--- config.mk ---
export PLATFORM = sky130hd
export DESIGN_NAME = rv_iopmp_dl_se_seq
export DESIGN_NICKNAME = d
export VERILOG_FILES = /design/src/rtl/rv_iopmp_pkg.sv /design/src/rtl/rv_iopmp_prio_enc.sv /design/src/rtl/rv_iopmp_dl_se_seq.sv
export SDC_FILE = /design/constraint.sdc
export NUM_CORES = 1
export LEC_CHECK = 0
export ABC_CLOCK_PERIOD_IN_PS = 1900
export BUFFER_PORTS_ARGS = -buffer_cell sky130_fd_sc_hd__buf_2
export CAP_MARGIN = 10
export CORE_ASPECT_RATIO = 1.1
export CORE_UTILIZATION = 44
export DETAILED_ROUTE_END_ITERATION = 10
export GPL_TIMING_DRIVEN = 0
export PLACE_DENSITY = 0.79
export SLEW_MARGIN = 10
export SYNTH_ARGS = -nofsm -noshare
export SYNTH_HDL_FRONTEND = slang
export SYNTH_SLANG_ARGS = --single-unit
--- constraint.sdc ---
create_clock -name clk_i -period 1.9 [get_ports clk_i]
set_input_delay 0 -clock clk_i [delete_from_list [all_inputs] [get_ports clk_i]]
set_output_delay 0 -clock clk_i [all_outputs]
set_load 0.1 [all_outputs]
--- src/rtl/rv_iopmp_pkg.sv ---
// Shared IOPMP types and constants: access types, error codes and the
// state encoding of the sequential source-enforcement decision logic.
package rv_iopmp_pkg;

  typedef logic [2:0] access_t;

  localparam access_t ACCESS_READ      = 3'd1;
  localparam access_t ACCESS_WRITE     = 3'd2;
  localparam access_t ACCESS_EXECUTION = 3'd3;

  localparam logic [2:0] ERR_READ    = 3'd1;
  localparam logic [2:0] ERR_WRITE   = 3'd2;
  localparam logic [2:0] ERR_EXEC    = 3'd3;
  localparam logic [2:0] ERR_NOT_HIT = 3'd5;
  localparam logic [2:0] ERR_UNKNOWN = 3'd7;

  typedef enum logic [1:0] {
    SE_IDLE = 2'd0,
    SE_SCAN = 2'd1,
    SE_RESP = 2'd2
  } se_seq_state_e;

  // Error code reported when an entry denies an access of the given type.
  function automatic logic [2:0] err_type_of(access_t access);
    case (access)
      ACCESS_READ:      err_type_of = ERR_READ;
      ACCESS_WRITE:     err_type_of = ERR_WRITE;
      ACCESS_EXECUTION: err_type_of = ERR_EXEC;
      default:          err_type_of = ERR_UNKNOWN;
    endcase
  endfunction

endpackage

--- src/rtl/rv_iopmp_prio_enc.sv ---
// Lowest-index priority encoder: reports whether any lane is set and the
// index of the lowest set lane.
module rv_iopmp_prio_enc #(
  parameter int unsigned WIDTH = 4,
  parameter int unsigned IDX_W = (WIDTH > 1) ? $clog2(WIDTH) : 1
) (
  input  logic [WIDTH-1:0] req,
  output logic             hit,
  output logic [IDX_W-1:0] index
);

  // Walk from the top lane down so the lowest set lane is written last.
  always_comb begin
    hit   = 1'b0;
    index = '0;
    for (int i = WIDTH - 1; i >= 0; i--) begin
      if (req[i]) begin
        hit   = 1'b1;
        index = IDX_W'(i);
      end
    end
  end

endmodule

--- src/rtl/rv_iopmp_dl_se_seq.sv ---
// Sequential source-enforcement decision logic: scans the entry table one
// window per cycle and answers with the decision of the first matching entry.
module rv_iopmp_dl_se_seq
  import rv_iopmp_pkg::*;
#(
  parameter int unsigned NUMBER_ENTRIES   = 16,
  parameter int unsigned NUMBER_INSTANCES = 4
) (
  input  logic                        clk_i,
  input  logic                        rst_ni,
  input  logic                        req_valid_i,
  output logic                        req_ready_o,
  input  logic                        enable_i,
  input  access_t                     access_type_i,
  output logic [15:0]                 entry_offset_o,
  input  logic [NUMBER_INSTANCES-1:0] entry_match_i,
  input  logic [NUMBER_INSTANCES-1:0] entry_allow_i,
  output logic                        rsp_valid_o,
  input  logic                        rsp_ready_i,
  output logic                        allow_transaction_o,
  output logic                        err_transaction_o,
  output logic [2:0]                  err_type_o,
  output logic [15:0]                 err_entry_index_o
);

  localparam int unsigned NUM_WINDOWS = (NUMBER_ENTRIES + NUMBER_INSTANCES - 1) / NUMBER_INSTANCES;
  localparam int unsigned WIN_W       = (NUM_WINDOWS > 1) ? $clog2(NUM_WINDOWS) : 1;
  localparam int unsigned LANE_W      = (NUMBER_INSTANCES > 1) ? $clog2(NUMBER_INSTANCES) : 1;

  se_seq_state_e               state;
  logic [WIN_W-1:0]            win;
  access_t                     access_q;
  logic                        allow_q;
  logic                        err_q;
  logic [2:0]                  type_q;
  logic [15:0]                 index_q;

  logic [15:0]                 offset;
  logic [NUMBER_INSTANCES-1:0] lane_valid;
  logic [NUMBER_INSTANCES-1:0] lane_match;
  logic                        hit;
  logic [LANE_W-1:0]           hit_lane;
  logic                        hit_allow;
  logic [15:0]                 hit_index;
  logic                        last_win;

  assign offset = 16'(win) * 16'(NUMBER_INSTANCES);

  // Lanes past the end of the table (partial last window) never match; the
  // sum is taken in 17 bits so it cannot wrap back into the valid range.
  always_comb begin
    lane_valid = '0;
    for (int j = 0; j < NUMBER_INSTANCES; j++) begin
      lane_valid[j] = (17'(offset) + 17'(j)) < 17'(NUMBER_ENTRIES);
    end
  end

  assign lane_match = entry_match_i & lane_valid;

  rv_iopmp_prio_enc #(
    .WIDTH (NUMBER_INSTANCES),
    .IDX_W (LANE_W)
  ) u_prio_enc (
    .req   (lane_match),
    .hit   (hit),
    .index (hit_lane)
  );

  assign hit_allow = entry_allow_i[hit_lane];
  assign hit_index = offset + 16'(hit_lane);
  assign last_win  = (win == WIN_W'(NUM_WINDOWS - 1));

  // Decision registers stay zero everywhere except RESP, so the outputs can
  // be driven straight from them.
  always_ff @(posedge clk_i or negedge rst_ni) begin
    if (!rst_ni) begin
      state    <= SE_IDLE;
      win      <= '0;
      access_q <= '0;
      allow_q  <= 1'b0;
      err_q    <= 1'b0;
      type_q   <= '0;
      index_q  <= '0;
    end else begin
      case (state)
        SE_IDLE: begin
          if (req_valid_i) begin
            access_q <= access_type_i;
            win      <= '0;
            state    <= enable_i ? SE_SCAN : SE_RESP;
          end
        end
        SE_SCAN: begin
          if (hit) begin
            state   <= SE_RESP;
            allow_q <= hit_allow;
            err_q   <= !hit_allow;
            type_q  <= hit_allow ? 3'd0 : err_type_of(access_q);
            index_q <= hit_allow ? 16'd0 : hit_index;
          end else if (last_win) begin
            state   <= SE_RESP;
            allow_q <= 1'b0;
            err_q   <= 1'b1;
            type_q  <= ERR_NOT_HIT;
            index_q <= '0;
          end else begin
            win <= win + 1'b1;
          end
        end
        SE_RESP: begin
          if (rsp_ready_i) begin
            state   <= SE_IDLE;
            allow_q <= 1'b0;
            err_q   <= 1'b0;
            type_q  <= '0;
            index_q <= '0;
          end
        end
        default: state <= SE_IDLE;
      endcase
    end
  end

  assign req_ready_o         = (state == SE_IDLE);
  assign rsp_valid_o         = (state == SE_RESP);
  assign entry_offset_o      = (state == SE_SCAN) ? offset : 16'd0;
  assign allow_transaction_o = allow_q;
  assign err_transaction_o   = err_q;
  assign err_type_o          = type_q;
  assign err_entry_index_o   = index_q;

endmodule
==> impl_metrics.yaml <==
place:
  portBuffers: 27
  place.detailed.hpwl_um: 1552
  dp_slack_ps: 132.8
  dpl_cell_area_um2: 1319
  gp_congestion: 0.7183
  place_inst: 187
synth:
  syn_inst: 105
  ys_seq_area_share_pct: 38.51
  synth.area.top_cells: "dfrtp_1 39%, buf_4 19%, a32o_1 4.8%, nor2_1 3.2%, mux2_2 3.2%"
  synth-seq-cells: 16
  yosys_warnings: 0
  synth.largest_area_cell: "dfrtp_1"
  netlist_area_um2: 1040
  synth.avg_cell_area_um2: 9.902
  yosys.cell_types.count: 33
  yosys.area.top_type_share_pct: 38.51
clock_tree:
  clock_latency_ps: 290
  cts_buffers: 3
  cts_setup_buffers: 0
  path_clk_slew_ps: 100
  cts_sinks: 16
  cts_buffer_depth: 2
  htreeDepth: 1
  cts-root-buf: "clkbuf_4"
  cts_tree: "yes"
floorplanning:
  die_w_um: 48.35
  ioPinCount: 55
  die_h_um: 52.99
  initial_core_util_pct: 46.63
  dieArea_um2: 2562
  core.rowCount: 18
  coreArea_um2: 2230
final_layout:
  nNetsFinal: 185
  design_area_um2: 1418
  layout.cells.non_filler: 197
  num_antenna_cells: 0
  drive_gt1_share_pct: 43.11
  syn_to_final_growth_pct: 36.34
  layout_common_cells: "27 x buf_2, 26 x buf_4, 26 x conb_1, 16 x dfrtp_1, 7 x nor2_1"
  final_common_cell: "buf_2"
critical_path:
  cpPeakStageDelay_ps: 460
  path_cells: "nor2b_2, and2_2, buf_2"
  path_buf_inv: 1
  path_max_fanout: 8
  rr_startpoint: "state[0]"
  crit_type: "flip-flop to output port"
  arrival_ps: 1770
  cp.required_ps: 1900
  cpLargestDelayFamily: "simple AND/OR/NAND/NOR gates"
  startpoint_type: "flip-flop"
  critPathCaptureType: "output port"
  cp_slowest_cell: "dfrtp_1"
  startpoint: "state[0]"
routing:
  wirelength_um: 1941
  detail_route.wl_per_cell_um: 9.853
  post-route-drc-count: 0
  drtAntennaViolNets: 0
  drtIter0Drc: 11
  dr.pass1.iters: 4
  vias: 874
  viasPerCell: 4.437
timing:
  setup_viol: 0
  finalClockSkew_ps: 10.65
  finalMaxSlewViolations: 0
  slew_headroom_pct: 63.74
  worst_pin_slew_ps: 539.0
  setup_tns_ps: 0
  rsz0062_at_grt: "no"
  min_period_ps: 1765
  fin_ws_ps: 134.8
  finalHoldViolations: 0
  timing.final.crit_share_pct: 92.90
  max_freq_ghz: 0.5665
global_route:
  antenna_found_initial: 0
  grt_pass1_vias: 713
  grt_first_pass_wirelength_um: 3139
  grt_max_degree: 17
  grtUsageTotal_pct: 16.52
  gr-total-overflow: 0
worst_hold_path:
  holdCritPathClass: "input port to flip-flop"
  min_from: "req_valid_i"
flow_run:
  maxCapViolCount: 0
power:
  p_leak_nw: 0.7693
  power.density_nw_per_um2: 1152
  peakVddDrop_mv: 1.136
  p_total_w: 0.001633
status:
  status: "completed"
-- synthesized netlist by cell type, drive strengths merged --
| cell type | count |
|---|---|
| nor2 | 9 |
| a21boi | 1 |
| clkbuf | 1 |
| buf | 27 |
| a21bo | 1 |
| a21o | 1 |
| dfrtp | 16 |
| nor3 | 2 |
| o211ai | 1 |
| a21oi | 3 |
| nand2b | 1 |
| conb | 1 |
| ha | 1 |
| nor4b | 1 |
| nor2b | 3 |
| o2bb2ai | 3 |
| o21ai | 5 |
| o21a | 1 |
| a211o | 1 |
| nand2 | 6 |
| nor4 | 1 |
| mux2 | 4 |
| or4 | 1 |
| and2 | 3 |
| o32ai | 1 |
| nand3 | 1 |
| inv | 2 |
| a32o | 5 |
| nor3b | 2 |
-- layer usage --
metal	global-route usage [%]	up-vias	wire length, um
li1	-	442	-
met1	18.04	394	799
met2	30.52	33	991
met3	4.310	5	115
met4	7.353	0	35
met5	0	-	0
-- power breakdown --
group / total, W / switching (W) / internal, W
sequential: 0.000470 / 0.0000574 / 0.000412
clock: 0.000223 / 0.000106 / 0.000117
combinational: 0.000941 / 0.000750 / 0.000191
total: 0.00163 / 0.000914 / 0.000720
-- timing repair --
| action | CTS | global route |
|---|---|---|
| endpoints found under the hold margin | 21 | 0 |
| resized for setup | 1 | 0 |
| setup endpoints to repair | 2 | 0 |
| hold buffers | 6 | 0 |
-- final cells by class --
class                      instances  area, um2
fill                             207      812.0
multi-input combinational         84      530.5
sequential                        16      400.4
buffer                            28      210.2
timing repair buffer              33      195.2
tap                               30      37.54
clock buffer                       4      36.28
inverter                           2      7.507
-- worst paths after layout --
check	end	slack [ps]	depth (start not counted)
worst min register to register	err_transaction_o	490	1
min in group asynchronous	access_q[0]	130	2
worst min-delay path	state[1]	110	4
worst max-delay path	entry_offset_o[3]	130	3
max in group asynchronous	err_type_o[0]	1500	2
worst max register to register	win[0]	280	4
-- cells by family (layout without fill, tap and decap cells) --
group | count (synthesis) | in the layout | share of synthesized area (%)
AND/OR/NAND/NOR | 30 | 30 | 16.13
adder cells (fa/ha/maj) | 1 | 1 | 1.203
flip-flops | 16 | 16 | 38.51
other | 1 | 26 | 0.3607
multiplexers | 4 | 4 | 4.692
AO/OA/AOI/OAI | 23 | 23 | 18.17
buffers and inverters | 30 | 67 | 20.94
-- state kept, by name (all words and copies together) (netlist names) --
register and flops:
access_q 3, err_type_o 3, allow_transaction_o 1, win 2, state 2, err_transaction_o 1
err_entry_index_o 4
-- worst reg2reg max path, delay by kind of cell (launching register included) --
kind | cells | cell delay, ps
multiplexers | 1 | 260
AND/OR/NAND/NOR | 3 | 800
flip-flops | 1 | 460
-- through the flow --
step / hold slack [ps] / util [%]
after floorplan: -295.6 / -
after global placement: -73.02 / 59.15
after detailed placement: -73.45 / 59.15
after CTS: 117.7 / 63.58
after global routing: 146.0 / 63.58
final: 114.5 / 63.58
(Power assumes the default switching activity.)
